## config.mk

```make
export PLATFORM = sky130hd
export DESIGN_NAME = fc_seq_ctrl
export DESIGN_NICKNAME = d
export VERILOG_FILES = /design/src/rtl/fc_seq_ctrl.sv
export SDC_FILE = /design/constraint.sdc
export NUM_CORES = 1
export LEC_CHECK = 0
export BUFFER_PORTS_ARGS = -buffer_cell sky130_fd_sc_hd__buf_2
export CORE_ASPECT_RATIO = 1.1
export CORE_MARGIN = 1
export CORE_UTILIZATION = 28
export DETAILED_ROUTE_END_ITERATION = 10
export SYNTH_ARGS = -nofsm -noshare
export SYNTH_HDL_FRONTEND = slang
export SYNTH_SLANG_ARGS = --single-unit
```

## constraint.sdc

```tcl
create_clock -name clk -period 1.92 [get_ports clk]
set_input_delay 0.48 -clock clk [delete_from_list [all_inputs] [get_ports clk]]
set_output_delay 0.48 -clock clk [all_outputs]
set_load 0.01 [all_outputs]
```

## src/rtl/fc_seq_ctrl.sv

```systemverilog
// ----------------------------------------------------------------------------
// fc_seq_ctrl
//
// Sequencing controller for the fully-connected layer datapath. It loads an
// N-word input vector into vector memory, then walks the M x N weight matrix
// row by row. Accumulator enables are aligned to the read latency RD_LAT of
// the vector memory and weight ROM. Each row result is offered to the
// downstream consumer through a valid/ready handshake.
//
// Handshake semantics (both ports): a transfer happens in a cycle where valid
// and ready are both 1 at the rising edge of clk. The input side never stalls
// on its own: input_ready is 1 for the whole LOAD state. output_valid is
// held at 1, with row_idx and addr_w stable, until output_ready is sampled
// high.
//
// Ports:
//   clk           clock, all logic on the rising edge
//   reset         synchronous, active-low reset
//   input_valid   input word valid
//   input_ready   controller accepts an input word (LOAD state only)
//   output_ready  downstream accepts a row result
//   output_valid  datapath output holds a finished row result
//   addr_x        vector memory address (load index in LOAD, column otherwise)
//   wr_en_x       vector memory write enable
//   addr_w        weight ROM address, r*N + c
//   en_acc        accumulate enable, issue flag delayed by RD_LAT cycles
//   clear_acc     accumulator clear, first issue cycle of each row
//   busy          high in every state except LOAD
//   row_idx       current row r
//   state_dbg     encoded FSM state (0 LOAD, 1 ISSUE, 2 DRAIN, 3 OUT)
// ----------------------------------------------------------------------------
module fc_seq_ctrl #(
    parameter int M         = 4,
    parameter int N         = 4,
    parameter int RD_LAT    = 1,
    parameter int LOGSIZE_M = $clog2(M * N),
    parameter int LOGSIZE_N = $clog2(N)
) (
    input  logic                   clk,
    input  logic                   reset,
    input  logic                   input_valid,
    output logic                   input_ready,
    input  logic                   output_ready,
    output logic                   output_valid,
    output logic [LOGSIZE_N-1:0]   addr_x,
    output logic                   wr_en_x,
    output logic [LOGSIZE_M-1:0]   addr_w,
    output logic                   en_acc,
    output logic                   clear_acc,
    output logic                   busy,
    output logic [$clog2(M)-1:0]   row_idx,
    output logic [1:0]             state_dbg
);

    localparam int LOGSIZE_R = $clog2(M);

    localparam logic [LOGSIZE_N-1:0] LAST_C = LOGSIZE_N'(N - 1);
    localparam logic [LOGSIZE_R-1:0] LAST_R = LOGSIZE_R'(M - 1);
    localparam logic [2:0]           LAST_D = 3'(RD_LAT - 1);

    typedef enum logic [1:0] {
        S_LOAD  = 2'd0,
        S_ISSUE = 2'd1,
        S_DRAIN = 2'd2,
        S_OUT   = 2'd3
    } state_t;

    state_t                 state;
    logic [LOGSIZE_N-1:0]   k;      // load count
    logic [LOGSIZE_N-1:0]   c;      // column
    logic [LOGSIZE_R-1:0]   r;      // row
    logic [2:0]             d;      // drain cycle count
    logic [RD_LAT-1:0]      vld;    // issued-read delay line

    logic                   accept;

    assign accept = input_valid & input_ready;

    always_ff @(posedge clk) begin
        if (!reset) begin
            state <= S_LOAD;
            k     <= '0;
            c     <= '0;
            r     <= '0;
            d     <= '0;
            vld   <= '0;
        end else begin
            // Every issued read travels RD_LAT stages before its data is
            // valid at the accumulator; the tap at RD_LAT-1 drives en_acc.
            vld[0] <= (state == S_ISSUE);
            for (int i = 1; i < RD_LAT; i++) begin
                vld[i] <= vld[i-1];
            end

            case (state)
                S_LOAD: begin
                    if (accept) begin
                        if (k == LAST_C) begin
                            k     <= '0;
                            r     <= '0;
                            c     <= '0;
                            state <= S_ISSUE;
                        end else begin
                            k <= k + 1'b1;
                        end
                    end
                end
                S_ISSUE: begin
                    if (c == LAST_C) begin
                        c     <= '0;
                        d     <= '0;
                        state <= S_DRAIN;
                    end else begin
                        c <= c + 1'b1;
                    end
                end
                S_DRAIN: begin
                    // Wait out the read latency so the last product of the
                    // row is accumulated before the result is offered.
                    if (d == LAST_D) begin
                        d     <= '0;
                        state <= S_OUT;
                    end else begin
                        d <= d + 1'b1;
                    end
                end
                S_OUT: begin
                    if (output_ready) begin
                        if (r == LAST_R) begin
                            r     <= '0;
                            state <= S_LOAD;
                        end else begin
                            r     <= r + 1'b1;
                            state <= S_ISSUE;
                        end
                    end
                end
                default: state <= S_LOAD;
            endcase
        end
    end

    // Outputs decode straight from the registered state and counters; only
    // the input handshake depends on live inputs (reset and input_valid).
    assign input_ready  = reset && (state == S_LOAD);
    assign wr_en_x      = accept;
    assign addr_x       = (state == S_LOAD) ? k : c;
    assign addr_w       = LOGSIZE_M'(32'(r) * 32'(N) + 32'(c));
    assign en_acc       = vld[RD_LAT-1];
    assign clear_acc    = (state == S_ISSUE) && (c == '0);
    assign output_valid = (state == S_OUT);
    assign busy         = (state != S_LOAD);
    assign row_idx      = r;
    assign state_dbg    = state;

endmodule

```

==> run summary, run 1 <==
Area Growth Syn to Fin - 22.2%
Psw - 276 µW
Actual slew at the worst max-slew pin - 553 ps
ANT cells - 0
Tmin final - 1800 ps
Multi-input logic area - 467 µm²
Fillers - 280
Die height - 56.7 µm
Gp weighted congestion - 0.678
CTS Hold Bufs - 0
IO Port Bufs - 19
Final number of hold-violating endpoints - 0
Worst reg2reg endpoint - d[0]
Startpoint types - flip-flop
CTS max path bufs - 2
Crit Path Category - reg2out
Peak VDD IR - 0.364 mV
Num CTS Buffers - 3
Sw frac - 35.6%
Combinational Power Share - 36.4%
CTS tree - built
Largest net degree at the start of global routing - 14
Tcrit/Tclk final - 93.5%
Vias - 684
Sequential cell area - 240 µm²
Max Slew Vio Count - 0
Ys Warns - 0
Critical Path AT - 1320 ps
MaxCap Viol Count - 0
HP Start - k[1]
Reg2reg setup slack - 360 ps
H-tree Lvls - 1
Static leakage - 0.000440 µW
Global route overflow - 0
Initial core utilization - 29.9%
Clock power share - 26.9%
Number of synthesized flops with an enable pin - 0
Final ANT Viol Nets - 0
DR WL/cell - 11.0 µm
Asr flop ratio synth - 0%
Synthesized area - 761 µm²
CTS root buffer - clkbuf_4
Setup crit start - state_dbg[1]
Layout Nets - 130
Placed Cells - 141
Finish-stage setup viols - 0
Outcome - completed
Final std cell area, no fill - 930 µm²
Clk_skew - 6.69 ps
Seq cells post-synth - 12
Layout cells sized above 1 - 27.2%
Most frequent cells in the layout - buf_2, a21oi_1, dfxtp_1
Yosys cell types - 28
First-pass GRT wire length - 2440 µm
Syn Inst Count - 94
HPWL after DPL - 1220 µm
Worst min path class - reg2reg
Core Rows - 19
DRC Markers - 0
Vias in the first global route - 594
Placement Cell Area - 878 µm²
Seq pwr share - 36.7%
Ys flop type - dfxtp_1
Setup TNS - 0 ps
CTS clk-pin slew, worst paths - 80 ps
Int Pwr - 500 µW
Post-Syn Nets - 109
RR Startpoint - state_dbg[0]
DR pass1 iterations - 3
FF-to-FF path depth - 5
Vias per cell - 4.72
WHS Path Cells - 2
Crit end category - output pin
Initial antenna violation count - 0
Sequential area share after synthesis - 31.6%
Critical path endpoint - input_ready
Clock Sinks - 12
Fmax achieved - 0.557 GHz
Clk_lat worst skew - 280 ps
Syn avg cell area - 8.09 µm²
Post-Layout Cell Count - 145
CP Max Fanout - 13
Slew HR - 62.7%
Total global-route track usage - 11.5%
Die ar. - 2930 µm²
Most common cell after layout, fill and taps aside - buf_2
Final wirelength - 1590 µm
Core Region - 2540 µm²
Unrepaired setup endpoints after global routing - false
Die W - 51.7 µm
Required time worst endpoint - 1440 ps
Num ports - 20
PwrDens - 835 nW/µm²
1st-iter DRT viols - 10
metal layers:
layer  global-route usage (%)  up-vias  routed length [µm]
li1                         -      364                   -
met1                     13.8      302                 765
met2                     16.3       13                 725
met3                     3.52        5                  60
met4                     9.65        0                  43
met5                        0        -                   0
Yosys cell counts, types with 2 or more instances:
cell      instances  share of area, %
a21oi_1          12               7.9
dfxtp_1          12                32
ha_1             11                18
inv_1            10               4.9
nand2_1           9               4.4
nor2_1            5               2.5
o21ai_0           4               2.6
buf_4             3               3.0
nor2b_1           3               2.5
a211oi_1          2               2.0
and2_1            2               1.6
nand2b_1          2               1.6
nand3_1           2               1.3
nand4_1           2               1.6
or3_1             2               1.6
critical path, stage by stage (launching register included):
cell	delay, ps
dfxtp_1	420
inv_2	90
ha_4	200
inv_1	120
nor2_1	60
buf_2	130
sequential cells by signal (all words and copies together), names as in the netlist:
name and count:
c 2, d 3, en_acc 1, k 2, row_idx 2, state_dbg 2
layout make-up:
type | count | area share [%]
multi-input combinational | 67 | 50.2
sequential | 12 | 25.8
timing repair buffer | 21 | 11.8
tap | 31 | 4.17
inverter | 10 | 4.04
clock buffer | 4 | 3.90
what timing repair did:
| action | CTS | global route |
|---|---|---|
| resized for setup | 2 | 3 |
| buffers inserted | 0 | 0 |
| endpoints found under the setup margin | 5 | 3 |
kinds of logic (layout without fill, tap and decap cells):
kind of cell             Yosys count  count (layout)  share of synthesized area, %
AO/OA/AOI/OAI                     25              25                          20.4
adder cells (fa/ha/maj)           11              11                          18.1
buffers and inverters             15              35                          9.05
flip-flops                        12              12                          31.6
AND/OR/NAND/NOR                   31              31                          20.9
power groups by stage:
stage          combinational, µW  sequential [µW]  clock (µW)
6_report                     282              285         209
4_1_cts                      282              284         214
5_1_grt                      314              288         233
3_3_place_gp                 262              288           0
2_1_floorplan                182              292           0
3_5_place_dp                 265              289           0
worst min-delay path by stage:
stage / end / slack, ps
after CTS: row_idx[0] / 480
after global routing: row_idx[0] / 480
after floorplan: k[1] / 450
final: k[1] / 490
after global placement: k[1] / 470
after detailed placement: k[1] / 480
through the flow:
stage	hold slack [ps]	utilization, %	worst slack [ps]	power (µW)
after global routing	485	36.5	30.9	835
after detailed placement	478	34.5	186	554
after CTS	479	36.4	8.55	780
after global placement	471	34.5	234	549
final	485	36.5	124	776
after floorplan	453	-	244	474
(Power assumes the default switching activity.)
==> run 2, diff against run 1 <==
- CELL_PAD_IN_SITES_DETAIL_PLACEMENT: not set -> 1
- CELL_PAD_IN_SITES_GLOBAL_PLACEMENT: not set -> 2
- PLACE_DENSITY_LB_ADDON: not set -> 0.1
==> run 2 against run 1 <==
Compared with the run above: power increased by 4.0%; register-to-register slack got worse by 60 ps; utilization increased by 0.49 points; sequential cell count did not move; clock skew is 2.4 ps lower; clock power is 3% higher; critical endpoint is now clear_acc; largest power group is now combinational logic.
==> run summary, run 2 (synthesis gave the netlist of run 1 again) <==
Outcome - completed
Final WS setup - 129 ps
Finish-stage setup viols - 0
HPWL after DPL - 1470 µm
Placement Cell Area - 886 µm²
CTS max path bufs - 2
Worst min path class - in2reg
Die W - 51.7 µm
Global route overflow - 0
Tcrit/Tclk final - 93.3%
Area Growth Syn to Fin - 23.8%
Reg2reg setup slack - 300 ps
Place WS - 81.8 ps
Post-layout power - 807 µW
Clk_skew - 4.33 ps
IO Port Bufs - 19
Setup TNS - 0 ps
Largest reg by FF count - d
Crit Path Category - reg2out
Peak VDD IR - 0.346 mV
Worst reg2reg endpoint - d[0]
Fmax achieved - 0.558 GHz
Die ar. - 2930 µm²
Layout Nets - 132
Layout cells sized above 1 - 27.6%
CP Max Fanout - 5
Core Region - 2540 µm²
Vias - 703
ANT cells - 0
CTS Hold Bufs - 0
Most frequent cells in the layout - buf_2, a21oi_1, dfxtp_1
Startpoint types - flip-flop
DR pass1 iterations - 2
Clk_lat worst skew - 280 ps
Slew HR - 65.7%
Unrepaired setup endpoints after global routing - false
Vias per cell - 4.78
Hold Path Sink - row_idx[0]
HP Start - reset
Sequential cell area - 240 µm²
Tmin final - 1790 ps
FF-to-FF path depth - 5
Clock Sinks - 12
Hold slack - 460 ps
Final number of hold-violating endpoints - 0
Final ANT Viol Nets - 0
Num ports - 20
Actual slew at the worst max-slew pin - 509 ps
MaxCap Viol Count - 0
Vias in the first global route - 694
Critical Path AT - 1310 ps
DR WL/cell - 13.0 µm
1st-iter DRT viols - 4
Fillers - 327
H-tree Lvls - 1
Most common cell after layout, fill and taps aside - buf_2
PwrDens - 856 nW/µm²
Initial antenna violation count - 0
Max Slew Vio Count - 0
Final std cell area, no fill - 942 µm²
Number of flip-flops in the largest register - 3
Static leakage - 0.000451 µW
Total global-route track usage - 15.1%
DRC Markers - 0
Gp weighted congestion - 0.729
CTS clk-pin slew, worst paths - 90 ps
CTS tree - built
Die height - 56.7 µm
WHS Path Cells - 2
Crit end category - output pin
Required time worst endpoint - 1440 ps
Multi-input logic area - 464 µm²
Core Rows - 19
Largest net degree at the start of global routing - 14
CTS root buffer - clkbuf_4
Initial core utilization - 29.9%
First-pass GRT wire length - 3250 µm
Final wirelength - 1910 µm
Num CTS Buffers - 3
RR Startpoint - state_dbg[0]
## run 2: layout make-up
cell class              count  share of cell area (%)
well taps                  31                    4.12
clock buffers               4                    3.85
inverters                  10                    3.98
multi-input cells          67                    49.3
repair buffers             23                    13.3
flip-flops and latches     12                    25.5
## run 2: power breakdown
part	total, µW	switching (µW)	internal (µW)
sequential	285	18.0	268
combinational	306	178	128
clock	215	99.5	115
total	807	295	511
## run 2: routing by layer
| metal | vias to the layer above | global-route usage, % | part of all wire [%] |
|---|---|---|---|
| met5 | - | 0 | 0 |
| met3 | 5 | 3.25 | 2.8 |
| met1 | 320 | 19.7 | 50 |
| met4 | 0 | 6.95 | 1.8 |
| li1 | 365 | - | - |
| met2 | 13 | 23.4 | 45 |
## run 2: timing repair
| item | 4_1_cts | 5_1_grt |
|---|---|---|
| setup buffers | 0 | 1 |
| setup endpoints to repair | 5 | 4 |
| pin swaps | 0 | 1 |
| resized for setup | 2 | 2 |
## run 2: metrics by stage
stage / std cells / util, %
2_1_floorplan: 94 / -
3_3_place_gp: 142 / 34.8
3_5_place_dp: 142 / 34.8
4_1_cts: 146 / 36.7
5_1_grt: 147 / 37.0
6_report: 147 / 37.0
## run 2: worst max-delay path by stage
| stage | startpoint | to | slack (ps) | depth (start not counted) |
|---|---|---|---|---|
| finish | state_dbg[1] | clear_acc | 130 | 4 |
| global route | state_dbg[0] | input_ready | 20 | 5 |
| CTS | state_dbg[0] | input_ready | 10 | 5 |
| detailed placement | state_dbg[0] | input_ready | 80 | 5 |
| global placement | state_dbg[1] | input_ready | 180 | 5 |
| floorplan | state_dbg[0] | addr_x[0] | 240 | 4 |
## run 2: worst max-delay path, cell delays in order, from the launching register on
cell     delay (ps)
dfxtp_1         430
inv_2           100
ha_1            220
and2_1          160
buf_2           130
==> run 3, diff against run 2 <==
- CORE_ASPECT_RATIO: 1.1 -> not set
- CTS_CLUSTER_DIAMETER: not set -> 50
==> run 3 against run 2 <==
Compared with the run above: clock power shrank 25%; sequential share of layout area grew 0.87 points; clock skew is 0.70 ps lower; wire length decreased by 3.5%; power decreased by 8.9%; hold slack better by 15 ps; non-clock buffer count decreased by 2; via count grew 0.71%; first-iteration DRC count rose by 50%; highest routed layer unchanged.
==> run summary, run 3 (synthesis gave the netlist of run 1 again) <==
CTS max path bufs - 2
Outcome - completed
Most common cell after layout, fill and taps aside - buf_2
1st-iter DRT viols - 6
Actual slew at the worst max-slew pin - 490 ps
Die ar. - 2930 µm²
CTS root buffer - clkbuf_4
Cell Chain, Critical Path - inv_1 > ha_2 > and2_1 > buf_2
Clock Sinks - 12
Setup TNS - 0 ps
Global route overflow - 0
CP Max Fanout - 6
Worst min path class - in2reg
Die W - 54.1 µm
Final number of hold-violating endpoints - 0
Tcrit/Tclk final - 95.8%
Core Rows - 18
Num ports - 20
Layout Nets - 130
Final ANT Viol Nets - 0
FF-to-FF path depth - 6
CTS Hold Bufs - 0
Crit end category - output pin
Final wirelength - 1840 µm
DR pass1 iterations - 4
Vias per cell - 4.95
Max stage delay cell, worst path - dfxtp_2
PwrDens - 803 nW/µm²
Largest net degree at the start of global routing - 14
HPWL after DPL - 1390 µm
DR WL/cell - 12.9 µm
Most frequent cells in the layout - buf_2, a21oi_1, dfxtp_1
Unrepaired setup endpoints after global routing - true
IO Port Bufs - 19
Peak VDD IR - 0.371 mV
Max incr delay on CP - 340 ps
Tmin final - 1840 ps
Layout cells sized above 1 - 26.5%
Number of flip-flops in the largest register - 3
First-pass GRT wire length - 2900 µm
Fmax achieved - 0.544 GHz
MaxCap Viol Count - 0
Initial antenna violation count - 0
Final WS setup - 81.3 ps
WHS Path Cells - 2
Startpoint types - flip-flop
DRC Markers - 0
H-tree Lvls - 1
Die height - 54.1 µm
Final Util - 36.3%
Int Pwr - 459 µW
Required time worst endpoint - 1440 ps
Seq pwr share - 38.7%
Finish-stage setup viols - 0
Core Region - 2520 µm²
Slew HR - 67.0%
Area Growth Syn to Fin - 20.4%
Static leakage - 0.000433 µW
Total global-route track usage - 14.6%
Gp weighted congestion - 0.703
Largest reg by FF count - d
Initial core utilization - 30.2%
Hold slack - 475 ps
RR Startpoint - state_dbg[1]
Critical Path AT - 1360 ps
Max Slew Vio Count - 0
Clock power share - 21.8%
Vias in the first global route - 620
Combinational Power Share - 39.4%
Clk_lat worst skew - 280 ps
Setup crit start - state_dbg[1]
Place WS - 150 ps
Fillers - 317
CTS clk-pin slew, worst paths - 80 ps
Clk_skew - 3.63 ps
Vias - 708
Sw frac - 37.6%
Psw - 276 µW
ANT cells - 0
CTS tree - built
HP Start - reset
Num CTS Buffers - 3
Crit Path Category - reg2out
## run 3: layout make-up
type	instances	area (µm²)	share of cell area, %
clock buffer	3	22.5	2.46
inverter	10	37.5	4.10
multi-input combinational	67	467	51.0
sequential	12	241	26.4
tap	30	37.5	4.10
timing repair buffer	21	110	12.0
## run 3: worst paths after layout
check	end	slack (ps)
setup / recovery	clear_acc	80
hold / removal	row_idx[0]	480
setup reg to reg	d[0]	360
hold reg to reg	d[2]	490
## run 3: critical path: cells and delay by family, from the launching register on
family / cells / cell delay, ps
adders and majority gates: 1 / 310
DFF: 1 / 340
buffers and inverters: 2 / 280
and+or+nand+nor: 1 / 150
## run 3: power by group through the flow
stage	Combinational (µW)	Sequential (µW)	Clock, µW
after global placement	274	288	0
after CTS	291	284	176
after floorplan	182	292	0
after global routing	325	287	184
final	290	285	161
after detailed placement	271	290	0
## run 3: metal layers
layer / up-vias / share of wire [%] / track usage, %
met2: 14 / 43 / 20.9
li1: 361 / - / -
met1: 328 / 50 / 18.5
met3: 5 / 4.6 / 5.93
met5: - / 0 / 0
met4: 0 / 2.2 / 7.69
## run 3: repair_timing
action                                  CTS  global route
endpoints found under the hold margin     0             0
setup buffers                             0             0
gates resized for setup                   3             2
endpoints found under the setup margin    6             3
## run 3: through the flow
step | total power (µW) | std cells | instance area, µm²
5_1_grt | 795 | 143 | 916
3_3_place_gp | 562 | 140 | 877
4_1_cts | 752 | 143 | 915
6_report | 735 | 143 | 916
3_5_place_dp | 561 | 140 | 877
2_1_floorplan | 474 | 94 | 761
